===== config.mk =====
export PLATFORM = sky130hd
export DESIGN_NAME = midi_msg_parser
export DESIGN_NICKNAME = d
export VERILOG_FILES = /design/src/rtl/midi_pkg.sv /design/src/rtl/midi_msg_parser.sv
export SDC_FILE = /design/constraint.sdc
export NUM_CORES = 1
export LEC_CHECK = 0
export CAP_MARGIN = 20
export CORE_MARGIN = 3
export CORE_UTILIZATION = 31
export DETAILED_ROUTE_END_ITERATION = 16
export GPL_TIMING_DRIVEN = 0
export PLACE_DENSITY_LB_ADDON = 0.12
export SLEW_MARGIN = 20
export SYNTH_ARGS = -nofsm -noshare
export SYNTH_HDL_FRONTEND = slang
export SYNTH_SLANG_ARGS = --single-unit

===== constraint.sdc =====
create_clock -name CLK -period 1.98 [get_ports CLK]
set_clock_uncertainty 0.15 [all_clocks]
set_input_delay 0.297 -clock CLK [delete_from_list [all_inputs] [get_ports CLK]]
set_output_delay 0.297 -clock CLK [all_outputs]
set_load 0.01 [all_outputs]

===== src/rtl/midi_pkg.sv =====
// midi_pkg: shared definitions for the MIDI message parser.
//   - channel-voice status nibble constants
//   - byte-class thresholds (system common / real-time)
//   - parser state encoding
//   - data_len(): number of data bytes that follow a channel status
package midi_pkg;

   localparam logic [3:0] NOTE_OFF = 4'h8;
   localparam logic [3:0] NOTE_ON  = 4'h9;
   localparam logic [3:0] POLY_AT  = 4'hA;
   localparam logic [3:0] CTRL     = 4'hB;
   localparam logic [3:0] PROG     = 4'hC;
   localparam logic [3:0] CH_AT    = 4'hD;
   localparam logic [3:0] PITCH    = 4'hE;

   // Bytes at or above SYS_MIN are system common; at or above RT_MIN real-time.
   localparam logic [7:0] SYS_MIN  = 8'hF0;
   localparam logic [7:0] RT_MIN   = 8'hF8;

   typedef enum logic [1:0] {
      ST_NO_STATUS = 2'd0,
      ST_WAIT_D1   = 2'd1,
      ST_WAIT_D2   = 2'd2
   } parser_state_t;

   // Program change and channel aftertouch carry one data byte; the rest two.
   function automatic logic [1:0] data_len(input logic [3:0] nibble);
      logic [1:0] len;
      case (nibble)
         PROG, CH_AT:                            len = 2'd1;
         NOTE_OFF, NOTE_ON, POLY_AT, CTRL, PITCH: len = 2'd2;
         default:                                len = 2'd2;
      endcase
      return len;
   endfunction

endpackage


===== src/rtl/midi_msg_parser.sv =====
// midi_msg_parser: consumes received MIDI bytes, tracks (running) status,
// assembles channel-voice messages and reports Note On / Note Off events.
//   CLK       system clock
//   RESET     asynchronous active-low reset
//   RX_BYTE   received byte, valid while RX_VALID=1
//   RX_VALID  one-cycle byte strobe
//   RX_ERR    framing error on the strobed byte
//   EV_VALID  one-cycle note event strobe (one cycle after the last data byte)
//   EV_ON     1 = note on, 0 = note off (including note on with velocity 0)
//   EV_CH     event channel
//   EV_NOTE   event note number
//   EV_VEL    event velocity
//   LED       {note held, last note-on number}
//   ERR_CNT   saturating count of errored bytes
module midi_msg_parser
   import midi_pkg::*;
#(
   parameter logic [3:0] CHANNEL = 4'd0,
   parameter logic       OMNI    = 1'b1
) (
   input  logic       CLK,
   input  logic       RESET,
   input  logic [7:0] RX_BYTE,
   input  logic       RX_VALID,
   input  logic       RX_ERR,
   output logic       EV_VALID,
   output logic       EV_ON,
   output logic [3:0] EV_CH,
   output logic [6:0] EV_NOTE,
   output logic [6:0] EV_VEL,
   output logic [7:0] LED,
   output logic [3:0] ERR_CNT
);

   parser_state_t state_r, next_state_s;
   logic [7:0]    status_r, status_nxt_s;
   logic [6:0]    d1_r, d1_nxt_s;
   logic [3:0]    err_cnt_r, err_nxt_s;
   logic          ev_fire_s, ev_on_s;
   logic          chan_ok_s, is_note_s;

   logic          ev_valid_r, ev_on_r;
   logic [3:0]    ev_ch_r;
   logic [6:0]    ev_note_r, ev_vel_r;
   logic [7:0]    led_r;

   assign chan_ok_s = OMNI || (status_r[3:0] == CHANNEL);
   assign is_note_s = (status_r[7:4] == NOTE_ON) || (status_r[7:4] == NOTE_OFF);

   // Next-state, running-status, data latch and event detection.
   always_comb begin
      next_state_s = state_r;
      status_nxt_s = status_r;
      d1_nxt_s     = d1_r;
      err_nxt_s    = err_cnt_r;
      ev_fire_s    = 1'b0;
      ev_on_s      = 1'b0;
      if (RX_VALID) begin
         if (RX_ERR) begin
            // Errored byte is dropped regardless of its value.
            if (err_cnt_r != 4'd15) begin
               err_nxt_s = err_cnt_r + 4'd1;
            end else begin
               err_nxt_s = err_cnt_r;
            end
            if (state_r == ST_WAIT_D2) begin
               next_state_s = ST_WAIT_D1;
            end else begin
               next_state_s = state_r;
            end
         end else if (RX_BYTE >= RT_MIN) begin
            // Real-time bytes are transparent.
            next_state_s = state_r;
         end else if (RX_BYTE >= SYS_MIN) begin
            status_nxt_s = 8'h00;
            next_state_s = ST_NO_STATUS;
         end else if (RX_BYTE[7]) begin
            status_nxt_s = RX_BYTE;
            next_state_s = ST_WAIT_D1;
         end else begin
            case (state_r)
               ST_WAIT_D1: begin
                  d1_nxt_s = RX_BYTE[6:0];
                  if (data_len(status_r[7:4]) == 2'd2) begin
                     next_state_s = ST_WAIT_D2;
                  end else begin
                     next_state_s = ST_WAIT_D1;
                  end
               end
               ST_WAIT_D2: begin
                  next_state_s = ST_WAIT_D1;
                  ev_fire_s    = is_note_s && chan_ok_s;
                  ev_on_s      = (status_r[7:4] == NOTE_ON) && (RX_BYTE[6:0] != 7'd0);
               end
               default: begin
                  // No status: data (including SysEx payload) is discarded.
                  next_state_s = state_r;
               end
            endcase
         end
      end else begin
         next_state_s = state_r;
      end
   end

   // Parser state, running status, D1 latch and error counter.
   always_ff @(posedge CLK or negedge RESET) begin
      if (!RESET) begin
         state_r   <= ST_NO_STATUS;
         status_r  <= 8'h00;
         d1_r      <= 7'd0;
         err_cnt_r <= 4'd0;
      end else begin
         state_r   <= next_state_s;
         status_r  <= status_nxt_s;
         d1_r      <= d1_nxt_s;
         err_cnt_r <= err_nxt_s;
      end
   end

   // Event registers: payload holds until the next event.
   always_ff @(posedge CLK or negedge RESET) begin
      if (!RESET) begin
         ev_valid_r <= 1'b0;
         ev_on_r    <= 1'b0;
         ev_ch_r    <= 4'd0;
         ev_note_r  <= 7'd0;
         ev_vel_r   <= 7'd0;
      end else begin
         ev_valid_r <= ev_fire_s;
         if (ev_fire_s) begin
            ev_on_r   <= ev_on_s;
            ev_ch_r   <= status_r[3:0];
            ev_note_r <= d1_r;
            ev_vel_r  <= RX_BYTE[6:0];
         end else begin
            ev_on_r   <= ev_on_r;
            ev_ch_r   <= ev_ch_r;
            ev_note_r <= ev_note_r;
            ev_vel_r  <= ev_vel_r;
         end
      end
   end

   // LED: note on lights the note; matching note off clears only the held flag.
   always_ff @(posedge CLK or negedge RESET) begin
      if (!RESET) begin
         led_r <= 8'h00;
      end else if (ev_fire_s) begin
         if (ev_on_s) begin
            led_r <= {1'b1, d1_r};
         end else if (led_r[7] && (led_r[6:0] == d1_r)) begin
            led_r[7] <= 1'b0;
         end else begin
            led_r <= led_r;
         end
      end else begin
         led_r <= led_r;
      end
   end

   assign EV_VALID = ev_valid_r;
   assign EV_ON    = ev_on_r;
   assign EV_CH    = ev_ch_r;
   assign EV_NOTE  = ev_note_r;
   assign EV_VEL   = ev_vel_r;
   assign LED      = led_r;
   assign ERR_CNT  = err_cnt_r;

endmodule

Word level (Yosys, flattened, before mapping)

Index checks and enable logic that the tools add are counted.

Input bits: 12
Word-level logic and storage cells: 73
Output and inout bits: 32
Register bits: 49

Add/subtract/negate cells: 1
Muxes and demuxes: 30
Order comparisons: 2
Eq/ne operators: 11
Bitwise operators: 4
Reductions and logical operators: 14

Operators with widths:

| cell                  | count |
|---|---|
| $mux W2               | 13 |
| $mux W8               | 3 |
| $eq A4 B4 Y1 const B  | 4 |
| $ge A8 B8 Y1 const B  | 2 |
| $mux W1               | 13 |
| $reduce_and A4 Y1     | 2 |
| $eq A7 B7 Y1          | 1 |
| $reduce_bool A7 Y1    | 1 |
| $reduce_and A6 Y1     | 1 |
| $add A4 B1 Y4 const B | 1 |
| $eq A2 B2 Y1 const B  | 2 |
| $ne A4 B4 Y1 const B  | 1 |
| $not A1 Y1            | 4 |
| $pmux W2 S2           | 1 |
| $reduce_and A2 Y1     | 2 |
| $reduce_bool A2 Y1    | 2 |
| $reduce_bool A4 Y1    | 1 |
| $reduce_and A3 Y1     | 1 |
| $eq A2 B1 Y1 const B  | 1 |
| $logic_and A1 B1 Y1   | 2 |
| $ne A2 B1 Y1 const B  | 1 |
| $ne A2 B2 Y1 const B  | 1 |
| $reduce_or A2 Y1      | 1 |
| $logic_or A1 B1 Y1    | 1 |

Longest topological paths before layout

Depth in word-level cells: 16
Depth in mapped cells: 5
Mapped depth without buffers: 4

Least setup slack after synthesis

Ideal clock, no wire load.

Path kind: input-to-reg
Start: input port RX_BYTE[7]
End: register led_r[0], in the netlist LED[0]
Stages: 5
Required time: 1.705 ns
Setup time: 0.125 ns
Path buffers: 1
Slack: 0.206 ns
Arrival time: 1.500 ns
Cells stage by stage: or3b_1 -> nor3_2 -> and3_1 -> buf_4 -> mux2_2

Longest elaborated chain between the ends: 6

Ends and longest elaborated chain:

| element                                 | RTL line                                     | source |
|---|---|---|
| from (decl)                             | midi_msg_parser.sv:23                        | `input logic [7:0] RX_BYTE,` |
| $ge A8 B8 Y1 or $mux W1 (tied branches) | midi_msg_parser.sv:74, midi_msg_parser.sv:77 |  |
| $mux W1                                 | midi_msg_parser.sv:74                        | `end else if (RX_BYTE >= SYS_MIN) begin` |
| $mux W1                                 | midi_msg_parser.sv:71                        | `end else if (RX_BYTE >= RT_MIN) begin` |
| $mux W1                                 | midi_msg_parser.sv:59                        | `if (RX_ERR) begin` |
| $mux W1                                 | midi_msg_parser.sv:58                        | `if (RX_VALID) begin` |
| $reduce_and A2 Y1 (no line) (*)         | n/a                                          |  |
| to (signal assigned)                    | midi_msg_parser.sv:151                       | `led_r <= {1'b1, d1_r};` |
| to (signal assigned)                    | midi_msg_parser.sv:155                       | `led_r <= led_r;` |
| to (signal assigned)                    | midi_msg_parser.sv:158                       | `led_r <= led_r;` |
| to (decl)                               | midi_msg_parser.sv:45                        | `logic [7:0] led_r;` |

Every way passes the cells marked *; elsewhere a longest branch is shown, timed or not.
A chain may end at the register's enable or synchronous reset.

Worst setup path after layout

Start: input port RX_BYTE[7]
End: register led_r[3], in the netlist LED[3]

The elaborated chain is that of the path after synthesis.

==> results.toml <==
[status]
outcome = "complete, no violations"

[finish]
drive_gt1_share_pct = 24.5
layout_common_cells = "49 x dfrtp_1, 39 x clkdlybuf4s50_1, 27 x mux2_2, 18 x nand2_1, 12 x o21ai_0"
area_growth_pct = 33.4
mostFrequentLayoutCell = "dfrtp_1"
antenna_cells = 0
fin_nets = 224
final_area_um2 = 2760

[hold_path]
min_path_type = "register to register"

[timing]
period_share_pct = 97.2
setup_viol = 0
fin_hold_ws_ns = 0.334
max_slew_margin_pct = 60.4
finalMaxSlewViolations = 0
tightestPinTransition_ns = 0.594
fmax_mhz = 519
timing_hold_violations_final = 0
finalCriticalPeriod_ns = 1.93
grt_setup_unrepaired = "false"

[grt]
grt_max_degree = 28
grt_pass1_vias = 1403
antenna_found_initial = 0
grt_pass1_wl_um = 7360
grt_util_met2_pct = 18.2
use_met1_pct = 17.5
overflow = 0
grt.busiest_layer = "met2"
grt_usage_pct = 12.5
grt_use_met3_pct = 3.67

[worst_setup_path]
crit_type = "input port to register"
worstPathRequired_ns = 2.02
cp_top_family = "simple AND/OR/NAND/NOR gates"
critPathArrivalTime_ns = 1.97
crit_path_end_kind = "register"
start_kind = "input port"
max_stage_delay_ns = 0.43
cp.buffers_inverters = 2
crit_chain = "dlygate4sd2_1, or3b_4, nor3_4, and3_1, buf_6, mux2_2"
crit_fanout = 9
slowest_stage = "or3b_4"

[clock_network]
htree_levels = 2
tritoncts = "built"
cts.sinks = 49
numCtsBuffers = 5
clk_pin_slew_ns = 0.09
cts_root_buf = "clkbuf_8"
clk_path_buf_depth = 2
clkLatencyLatePin_ns = 0.31

[floorplan]
die-height_um = 87.7
start_util_pct = 32.2
ios = 44
rows = 29
die_w_um = 87.7
die-area_um2 = 7690
coreArea_um2 = 6420

[routing]
wire_per_inst_um = 15.3
drt_wl_total_um = 4410
drc = 0
drt_pass1_iterations = 4
ant_nets = 0
drtIter0Drc = 32
vias = 1376
avgViaCountPerCell = 4.76

[logic_synthesis]
avgSynthCellArea_um2 = 13.1
synth_area_um2 = 2070
synth_seq_cells = 49
syn_nets = 171
seq_area_frac_synth_pct = 59.3
yosys_warnings = 0
netlist_top_cells_area = "dfrtp_1 59%, mux2_2 15%, mux2_4 4.4%"
syn_inst = 158
yosysUniqueCellTypes = 31
netlist.area_leader.share_pct = 59.3
yosysTopAreaCell = "dfrtp_1"

[placement]
port_buffers = 43
gp_congestion = 0.755
dpl.hpwl_um = 3200
placed_area_um2 = 2610

[power]
power.leakage_nw = 1.30
total_power_mw = 3.33
ir_worst_vdd_mv = 0.467
p_per_area_nw_per_um2 = 1210

[run]
drv_cap = 0
-- routing by layer --
layer | wire length [um] | share of wire, % | up-vias
met1 | 2160 | 49 | 673
met2 | 1980 | 45 | 40
li1 | - | - | 656
met3 | 207 | 4.7 | 7
met4 | 68 | 1.5 | 0
met5 | 0 | 0 | -
-- worst paths after layout --
path / endpoint / cells past startpoint / startpoint / slack [ns]
min in group asynchronous: EV_VEL[6]$_DFFE_PN0P_ / 2 / RESET / 0.37
max: LED[3]$_DFFE_PN0P_ / 6 / RX_BYTE[7] / 0.05
max in group asynchronous: status_r[2]$_DFFE_PN0P_ / 3 / RESET / 0.76
min: EV_ON$_DFFE_PN0P_ / 1 / EV_ON$_DFFE_PN0P_ / 0.33
min reg2reg: EV_ON$_DFFE_PN0P_ / 1 / EV_ON$_DFFE_PN0P_ / 0.33
max reg2reg: LED[3]$_DFFE_PN0P_ / 5 / state_r[0]$_DFFE_PN0P_ / 0.15
-- worst register-to-register path: cells and delay by family (launching register included) --
| kind | cells | cell delay [ns] |
|---|---|---|
| buffers and inverters | 1 | 0.15 |
| DFF | 1 | 0.42 |
| muxes | 1 | 0.34 |
| and+or+nand+nor | 3 | 0.68 |
-- per-stage QoR --
stage / setup TNS, ns / worst slack, ns / std cells / util (%)
floorplan: 0 / 0.206 / 158 / -
CTS: 0 / 0.0482 / 289 / 43.0
global route: 0 / 0.0120 / 289 / 43.0
finish: 0 / 0.0547 / 289 / 43.0
global placement: -64.65 / -0.949 / 278 / 40.4
detailed placement: -17.83 / -0.532 / 279 / 40.7
-- Yosys cell counts, drive strengths merged --
library cell   n
nor3           4
clkbuf         2
nor3b          1
nor2b          2
o2111ai        1
inv            4
o31a           1
nor4           2
nand3          1
or3            1
nand2         18
mux2          33
and3           1
and3b          1
ha             1
o21ai         12
nor2           2
nand4bb        1
or3b           1
a31oi          1
dfrtp         49
xnor2          2
a21o           2
buf            4
o31ai          1
xor2           8
nand4          2
-- power breakdown --
group	switching (mW)	internal [mW]
Combinational	0.378	0.664
Clock	0.346	0.378
Sequential	0.261	1.31
Total	0.985	2.35
-- kinds of logic after synthesis --
group / Yosys count / share of synthesized area, %
buffers and inverters: 10 / 2.48
AOI/OAI and AO/OA: 18 / 5.14
xor gates and xnor gates: 10 / 4.23
muxes: 33 / 19.0
DFF: 49 / 59.3
adders and majority gates: 1 / 0.604
and+or+nand+nor: 37 / 9.25
-- flip-flops by register name (all words and copies together) (netlist names) --
signal	flops
state_r	2
EV_CH	4
d1_r	7
status_r	8
LED	8
EV_ON	1
EV_VEL	7
EV_NOTE	7
ERR_CNT	4
EV_VALID	1
-- layout make-up --
cell class                 instances  area (um^2)
fill                             591         3660
clock buffer                       5         68.8
multi-input combinational         99          807
inverter                           4         15.0
timing repair buffer              46          459
tap                               77         96.3
sequential                        49         1230
clock inverter                     3         46.3
buffer                             6         41.3
-- what timing repair did --
item                                    4_1_cts  5_1_grt
buffers inserted                              1        0
pin swaps                                     2        0
hold endpoints to repair                     22        0
endpoints found under the setup margin       33        7
gates resized for setup                       7        2
cloned                                        0        0
hold buffers                                  1        0
Power figures use the tool's default switching activity.
